### src/rtl/div_unit.sv
// Multi-cycle restoring divider for the EX stage: {remainder, quotient} after DATA_W+2 edges.
// Define DIV_SIGNED_EN to honour signed_div_i; otherwise every division is unsigned.
module div_unit #(
  parameter int DATA_W = 32
) (
  input  logic                  clk,
  input  logic                  rst,
  input  logic                  start_i,
  input  logic                  annul_i,
  input  logic                  signed_div_i,
  input  logic [DATA_W-1:0]     opdata1_i,
  input  logic [DATA_W-1:0]     opdata2_i,
  output logic [2*DATA_W-1:0]   result_o,
  output logic                  ready_o
);

  localparam int CNT_W = $clog2(DATA_W + 1);
  localparam logic [CNT_W-1:0] LAST_CNT = CNT_W'(DATA_W);

  typedef enum logic [1:0] {FREE, BYZERO, ON, END} state_t;

  state_t               r_state;
  logic [CNT_W-1:0]     r_cnt;
  logic [2*DATA_W-1:0]  r_result;
  logic                 r_ready;

  // Datapath: dividend register doubles as the quotient shift register.
  logic [DATA_W-1:0]    r_dvd;
  logic [DATA_W-1:0]    r_dsr;
  logic [DATA_W-1:0]    r_rem;

  logic [DATA_W-1:0]    w_mag1;
  logic [DATA_W-1:0]    w_mag2;
  logic [DATA_W-1:0]    w_fin_q;
  logic [DATA_W-1:0]    w_fin_r;

`ifdef DIV_SIGNED_EN
  logic                 r_neg_q;
  logic                 r_neg_r;
  logic                 w_sgn1;
  logic                 w_sgn2;

  function automatic logic [DATA_W-1:0] apply_sign(input logic signed [DATA_W-1:0] v,
                                                   input logic neg);
    apply_sign = neg ? -v : v;
  endfunction

  assign w_sgn1  = signed_div_i & opdata1_i[DATA_W-1];
  assign w_sgn2  = signed_div_i & opdata2_i[DATA_W-1];
  assign w_mag1  = apply_sign(opdata1_i, w_sgn1);
  assign w_mag2  = apply_sign(opdata2_i, w_sgn2);
  assign w_fin_q = apply_sign(r_dvd, r_neg_q);
  assign w_fin_r = apply_sign(r_rem, r_neg_r);

  always_ff @(posedge clk) begin
    if (r_state == FREE) begin
      r_neg_q <= w_sgn1 ^ w_sgn2;
      r_neg_r <= w_sgn1;
    end
  end
`else
  logic                 w_unused_sgn;

  assign w_unused_sgn = signed_div_i;
  assign w_mag1       = opdata1_i;
  assign w_mag2       = opdata2_i;
  assign w_fin_q      = r_dvd;
  assign w_fin_r      = r_rem;
`endif

  // Restoring step: trial-subtract divisor from {partial remainder, next dividend bit}.
  logic [DATA_W:0]      w_part;
  logic [DATA_W-1:0]    w_diff;
  logic                 w_qbit;
  logic [DATA_W-1:0]    w_rem_nxt;

  assign w_part    = {r_rem, r_dvd[DATA_W-1]};
  assign w_diff    = DATA_W'(w_part - {1'b0, r_dsr});
  assign w_qbit    = (w_part >= {1'b0, r_dsr});
  assign w_rem_nxt = w_qbit ? w_diff : w_part[DATA_W-1:0];

  always_ff @(posedge clk) begin
    if (r_state == FREE) begin
      r_dvd <= w_mag1;
      r_dsr <= w_mag2;
      r_rem <= '0;
    end else if (r_state == ON && r_cnt != LAST_CNT) begin
      r_dvd <= {r_dvd[DATA_W-2:0], w_qbit};
      r_rem <= w_rem_nxt;
    end
  end

  // Control: annul wins over start and over step completion.
  always_ff @(posedge clk) begin
    if (rst) begin
      r_state  <= FREE;
      r_cnt    <= '0;
      r_result <= '0;
      r_ready  <= 1'b0;
    end else begin
      case (r_state)
        FREE: begin
          if (start_i && !annul_i) begin
            if (opdata2_i == '0) begin
              r_state <= BYZERO;
            end else begin
              r_state <= ON;
              r_cnt   <= '0;
            end
          end
        end
        BYZERO: begin
          r_result <= '0;
          if (annul_i) begin
            r_state <= FREE;
            r_ready <= 1'b0;
          end else begin
            r_state <= END;
            r_ready <= 1'b1;
          end
        end
        ON: begin
          if (annul_i) begin
            r_state  <= FREE;
            r_result <= '0;
            r_ready  <= 1'b0;
          end else if (r_cnt != LAST_CNT) begin
            r_cnt <= r_cnt + CNT_W'(1);
          end else begin
            r_state  <= END;
            r_result <= {w_fin_r, w_fin_q};
            r_ready  <= 1'b1;
          end
        end
        END: begin
          if (!start_i) begin
            r_state  <= FREE;
            r_result <= '0;
            r_ready  <= 1'b0;
          end
        end
        default: begin
          r_state  <= FREE;
          r_result <= '0;
          r_ready  <= 1'b0;
        end
      endcase
    end
  end

  assign result_o = r_result;
  assign ready_o  = r_ready;

endmodule

### config.mk
export PLATFORM = sky130hd
export DESIGN_NAME = div_unit
export DESIGN_NICKNAME = d
export VERILOG_FILES = /design/src/rtl/div_unit.sv
export SDC_FILE = /design/constraint.sdc
export NUM_CORES = 1
export LEC_CHECK = 0
export BUFFER_PORTS_ARGS = -buffer_cell sky130_fd_sc_hd__buf_2
export CORE_MARGIN = 2
export CORE_UTILIZATION = 52
export DETAILED_ROUTE_END_ITERATION = 16
export MAX_ROUTING_LAYER = met4
export PLACE_DENSITY = 0.85
export SLEW_MARGIN = 25
export SYNTH_ARGS = -nofsm -noshare
export SYNTH_HDL_FRONTEND = slang
export SYNTH_SLANG_ARGS = --single-unit
export TNS_END_PERCENT = 1
### constraint.sdc
create_clock -name clk -period 3 [get_ports clk]
set_clock_uncertainty 0.2 [all_clocks]
set_input_delay 0.3 -clock clk [delete_from_list [all_inputs] [get_ports clk]]
set_output_delay 0.3 -clock clk [all_outputs]
set_load 0.005 [all_outputs]
**Word-level counts from Yosys, hierarchy flattened**

Index checks and enable logic that the tools add are counted.

- Logic and storage cells: 55
- Register bits after elaboration: 169
- Output and inout port bits: 65
- Bits of input ports: 69

- Equal/unequal tests: 10
- $lt $le $gt $ge: 1
- Muxes and demuxes: 24
- Reduce and logical (&&, ||, !) cells: 11
- Add/subtract/negate cells: 2

Operators by type and width:

| operator | count |
|---|---|
| $mux W64 | 3 |
| $pmux W64 S3 | 1 |
| $mux W32 | 3 |
| $ge A33 B32 Y1 | 1 |
| $logic_not A32 Y1 | 1 |
| $sub A32 B32 Y32 | 1 |
| $mux W6 | 4 |
| $mux W2 | 6 |
| $pmux W6 S2 | 1 |
| $pmux W2 S4 | 1 |
| $add A6 B1 Y6 const B | 1 |
| $ne A2 B2 Y1 const B | 3 |
| $ne A6 B6 Y1 const B | 1 |
| $reduce_and A3 Y1 | 2 |
| $reduce_and A5 Y1 | 1 |
| $eq A2 B2 Y1 const B | 2 |
| $mux W1 | 4 |
| $ne A2 B1 Y1 const B | 2 |
| $reduce_bool A2 Y1 | 2 |
| $ne A3 B3 Y1 const B | 1 |
| $pmux W1 S3 | 1 |
| $reduce_bool A3 Y1 | 1 |
| $eq A2 B1 Y1 const B | 1 |
| $logic_and A1 B1 Y1 | 2 |
| 2 further kinds | 2 |

**Longest topological paths before layout**

- Depth in word-level cells: 4
- Mapped depth: 13
- Mapped depth without buffers: 12

**Worst setup path before layout**

No wires, ideal clock.

- Kind: register -> register
- Start: register r_state[0]
- End: register r_cnt[2]
- Library setup time: 0.128 ns
- Arrival: 2.887 ns
- Slack: -0.215 ns
- Stages on the path, launching flop included: 13
- Buffers on the path: 1
- Period minus slack after synthesis: 3.215 ns
- Required time: 2.672 ns
- Path through: dfxtp_1 inv_1 ha_1 clkbuf_1 nor4b_1 nand4_1 nor4_1 and4_1 a2111oi_4 nand2_1 nor3b_1 a21oi_1 nor2_1

- Longest elaborated chain between the ends: 3
- Elaborated cells between the ends (all ways): 9
- Classes of those cells: eq/ne (5); mux (1); reduce/logical (3)

RTL lines:

| item | line | text |
|---|---|---|
| start, declared | 22 | `state_t r_state;` |
| start signal, assigned | 96 | `r_state <= FREE;` |
| start signal, assigned | 105 | `r_state <= BYZERO;` |
| start signal, assigned | 107 | `r_state <= ON;` |
| $eq A2 B2 Y1 or $logic_not A2 Y1 (tied branches) | 101 | `case (r_state)` |
| $ne A2 B1 Y1 (no source line), or another cell as far along | - |  |
| $reduce_and A5 Y1 (no source line) | - |  |
| end signal, assigned | 128 | `r_cnt <= r_cnt + CNT_W'(1);` |
| end, declared | 23 | `logic [CNT_W-1:0] r_cnt;` |

Several ways; a longest one is shown, not always the timed one.
A chain may end at the register's enable or synchronous reset.

**Worst setup path in the final report**

- Start: register r_dsr[6]
- End: register r_rem[31]

- Longest elaborated chain between the ends: 2
- Elaborated cells between the ends (all ways): 3
- Classes of those cells: add/sub (1); order compare (1); mux (1)

RTL lines:

| item | line | text |
|---|---|---|
| start, declared | 29 | `logic [DATA_W-1:0] r_dsr;` |
| start signal, assigned | 85 | `r_dsr <= w_mag2;` |
| $sub A32 B32 Y32 or $ge A33 B32 Y1 (tied branches) | 78, 79 |  |
| $mux W32 * | 80 | `assign w_rem_nxt = w_qbit ? w_diff : w_part[DATA_W-1:0];` |
| end signal, assigned | 89 | `r_rem <= w_rem_nxt;` |
| end, declared | 30 | `logic [DATA_W-1:0] r_rem;` |

Mark *: on every way between the ends. The rest lies on a longest branch, timed or not.

==> flow_metrics.tcl <==
set metrics [dict create \
    clkSinkCount 169 \
    vias_per_inst 5.84 \
    max_freq_mhz 328 \
    drv_cap 0 \
    ys_top_cells_by_area "sky130_fd_sc_hd__dfxtp_1 (25%), sky130_fd_sc_hd__edfxtp_1 (23%), sky130_fd_sc_hd__a21oi_1 (7.0%), sky130_fd_sc_hd__ha_1 (5.5%), sky130_fd_sc_hd__nand2_1 (4.9%)" \
    hold_path.startpoint "opdata1_i[31]" \
    grt_start_max_net_pins 46 \
    insertion_delay_ns 0.44 \
    yosys.area.top_type "sky130_fd_sc_hd__dfxtp_1" \
    post-route-min-period_ns 3.05 \
    yosys.area.top_type_share_pct 24.8 \
    cp.depth 13 \
    timing.critical_path.required_ns 3.17 \
    yosys_register_bits 169 \
    setup_tns_ns -0.0569 \
    power.static_leakage_uw 0.00468 \
    cp_max_stage_cell "sky130_fd_sc_hd__or4_1" \
    critPathArrivalTime_ns 3.22 \
    number_of_buffers_added_by_the_clock_tree_synthesis_step 17 \
    drt_initial_violations 707 \
    wire_length_of_the_first_global_routing_pass_um 39900 \
    end_kind "flop" \
    synth_flop_cell "sky130_fd_sc_hd__dfxtp_1" \
    ys_types 67 \
    die-area_um2 17400 \
    width_of_the_die_um 132 \
    cts_root_buf "sky130_fd_sc_hd__clkbuf_16" \
    clock_buffer_depth 2 \
    timing.setup.critical_path_class "reg2reg" \
    timing.critical_path.fanout_max 7 \
    reg2regPathDepth 13 \
    violations "negative setup slack" \
    timing.final.max_slew_violations 0 \
    drcViolationCount 0 \
    crit_path_start_kind "flop" \
    antenna_cells_inserted 0 \
    critical-path-top-delay-family "simple AND/OR/NAND/NOR gates" \
    cts_tree "built" \
    unrepaired_setup_endpoints_after_global_routing "yes" \
    fin_crit_sh_pct 102 \
    syn_area_um2 8490 \
    area_growth_pct 30.4 \
    hold_path_end "r_dvd[31]" \
    hold_depth 2 \
    routed-via-count 8064 \
    clk_pin_slew_worst_paths_ns 0.07 \
    setup_viol_count_final 2 \
    worst_slew_pin_slew_ns 0.660 \
    syn_nets 1025 \
    routed_wirelength_um 24800 \
    final_util_pct 69.5 \
    asyncSetResetFlopFracSynth_pct 0 \
    synthMostInstantiatedCell "sky130_fd_sc_hd__a21oi_1" \
    die_h_um 132 \
    placementRows 46 \
    power_density_nw_per_um2 950 \
    mapped_cells 918 \
    globalplace.congestion 0.958 \
    dr_wl_cell_um 18.0 \
    cp.buffers_inverters 4 \
    firstDrtPassIters 5 \
    critical_path.most_common_cell "sky130_fd_sc_hd__buf_4" \
    antenna_violations_before_repair 0 \
    total_half_perimeter_wirelength_after_legalization_and_detailed_placement_um 16300 \
    core_region_area_um2 15900 \
    yosys_warnings 0 \
    cts_htree_levels 4 \
    source_of_the_worst_register_to_register_timing_path "r_dsr[6]" \
    placedInstanceArea_um2 9800 \
    timing.critical_path.cells "inv_1 > ha_1 > buf_4 > nand2_1 > nor2_1 > a311oi_4 > buf_4 > buf_4 > a21oi_2 > a21oi_1 > or4_1 > mux2_2 > a21oi_1" \
    timing.rr.end "r_rem[31]" \
    ant_nets 0 \
    result_of_the_run "complete, but fails checks" \
    synth_sequential_area_ratio_pct 47.4 \
    drive_gt1_share_pct 25.9 \
    worst_slack_ns -0.0495 \
    via_count_of_the_first_global_routing_pass 7933 \
    port_buffers 132 \
    power.ir.vdd_worst_mv 0.560 \
    hold_viol_final 0 \
    timing.max_slew.rel_slack_pct 56.0 \
    holdCritPathClass "in2reg" \
    grt.total_usage_pct 29.6 \
    netlist_top_cells_count "sky130_fd_sc_hd__a21oi_1 (118), sky130_fd_sc_hd__nand2_1 (110), sky130_fd_sc_hd__dfxtp_1 (105), sky130_fd_sc_hd__nand3_1 (77), sky130_fd_sc_hd__edfxtp_1 (64)" \
    design.final.nets 1258 \
    synth_edf_count 64 \
    syn-mean-instance-area_um2 9.25 \
    largest_stage_delay_worst_path_ns 0.43 \
    design.portCount 134 \
    worst_hold_slack_ns 0.0151 \
    grt.overflow.total 0 \
    worst-r2r-setup-slack_ns -0.05 \
    start_util_pct 53.3 \
    layout.cell_area.non_filler_um2 11100 \
]
where the power goes:
part           switching [µW]  internal (µW)
combinational            2960           1890
sequential                336           3190
clock                    1030           1120
cells in the final DEF (no fill, tap or decap), types with 3 or more instances in the layout:
cell                              n
sky130_fd_sc_hd__and3_1           4
sky130_fd_sc_hd__nor2b_1          6
sky130_fd_sc_hd__o31a_1           3
sky130_fd_sc_hd__a211oi_1        16
sky130_fd_sc_hd__buf_4           70
sky130_fd_sc_hd__nor3b_1          5
sky130_fd_sc_hd__inv_8            5
sky130_fd_sc_hd__mux2_2          34
sky130_fd_sc_hd__a31oi_1          5
sky130_fd_sc_hd__nor2_1          49
sky130_fd_sc_hd__nand2_1        108
sky130_fd_sc_hd__o21bai_1         6
sky130_fd_sc_hd__ha_1            34
sky130_fd_sc_hd__xnor2_1          8
sky130_fd_sc_hd__edfxtp_1        64
sky130_fd_sc_hd__nor4_1           6
sky130_fd_sc_hd__dfxtp_1        105
sky130_fd_sc_hd__xor2_1          14
sky130_fd_sc_hd__buf_2          132
sky130_fd_sc_hd__a21oi_1        117
sky130_fd_sc_hd__o21ai_1          4
sky130_fd_sc_hd__or4_1            4
sky130_fd_sc_hd__nor3_1          17
sky130_fd_sc_hd__o21ai_0         35
sky130_fd_sc_hd__o211a_1          3
sky130_fd_sc_hd__inv_1           50
sky130_fd_sc_hd__nand2b_1         5
sky130_fd_sc_hd__buf_12           5
sky130_fd_sc_hd__o211ai_1         3
sky130_fd_sc_hd__nand3_1         77
sky130_fd_sc_hd__nand4_1          8
sky130_fd_sc_hd__dlygate4sd3_1   63
sky130_fd_sc_hd__a22o_1           4
sky130_fd_sc_hd__clkbuf_16       17
sky130_fd_sc_hd__mux2i_1          3
sky130_fd_sc_hd__a21o_1          12
cells by family after synthesis:
kind of cell | Yosys count | share of synthesized area, %
buf+inv | 106 | 5.16
fa+ha+maj | 38 | 5.69
xor+xnor | 22 | 2.27
simple gates | 304 | 16.6
mux | 37 | 4.86
flops | 169 | 47.4
compound gates | 242 | 18.0
sequential cells by signal, indices dropped and copies added (netlist names):
signal,cells
ready_o,1
r_cnt,6
r_dvd,32
result_o,64
r_state,2
r_rem,32
r_dsr,32
worst max path at each step:
stage / startpoint / to / slack [ns]
after global placement: r_dsr[6] / r_rem[20] / -0.02
after detailed placement: r_dvd[31] / r_rem[30] / -0.06
final: r_dsr[6] / r_rem[31] / -0.05
after floorplan: r_state[0] / r_cnt[2] / 0.10
after CTS: r_dsr[8] / r_rem[27] / -0.03
after global routing: r_dvd[31] / r_rem[24] / -0.21
cell type report:
class / count / area, µm²
Multi-Input combinational cell: 643 / 4110
Sequential cell: 169 / 4020
Clock inverter: 13 / 128
Inverter: 50 / 188
Clock buffer: 19 / 443
Timing Repair Buffer: 270 / 1920
Fill cell: 1188 / 4870
Tap cell: 216 / 270
through the flow:
step                worst slack [ns]  total power, µW  std cells
floorplan                      0.103             6540        918
global placement             -0.0224             7980       1282
detailed placement           -0.0623             8120       1282
CTS                          -0.0299            10300       1376
global route                  -0.209            11100       1380
finish                       -0.0495            10500       1380
what timing repair did:
action | CTS | global route
setup endpoints to repair | 6 | 38
hold buffers | 62 | 1
resized for setup | 3 | 11
setup buffers | 0 | 3
cloned | 0 | 0
hold endpoints to repair | 62 | 1
pin swaps | 1 | 3
worst register-to-register path: cells and delay by family (launching register included):
kind            cells  cell delay, ns
mux                 1            0.29
fa+ha+maj           1            0.28
compound gates      4            0.58
simple gates        3            0.83
buf+inv             4            0.50
flops               1            0.32
routing by layer:
layer  track usage, %  wire, µm  vias up  share of wire [%]
li1                 -         -     3778                  -
met1             34.4     10000     3867                 40
met2             50.1     12200      341                 49
met3             5.96      1550       78                6.2
met4             12.4      1020        0                4.1
met5                -         0        -                  0
Power figures use the tool's default switching activity.
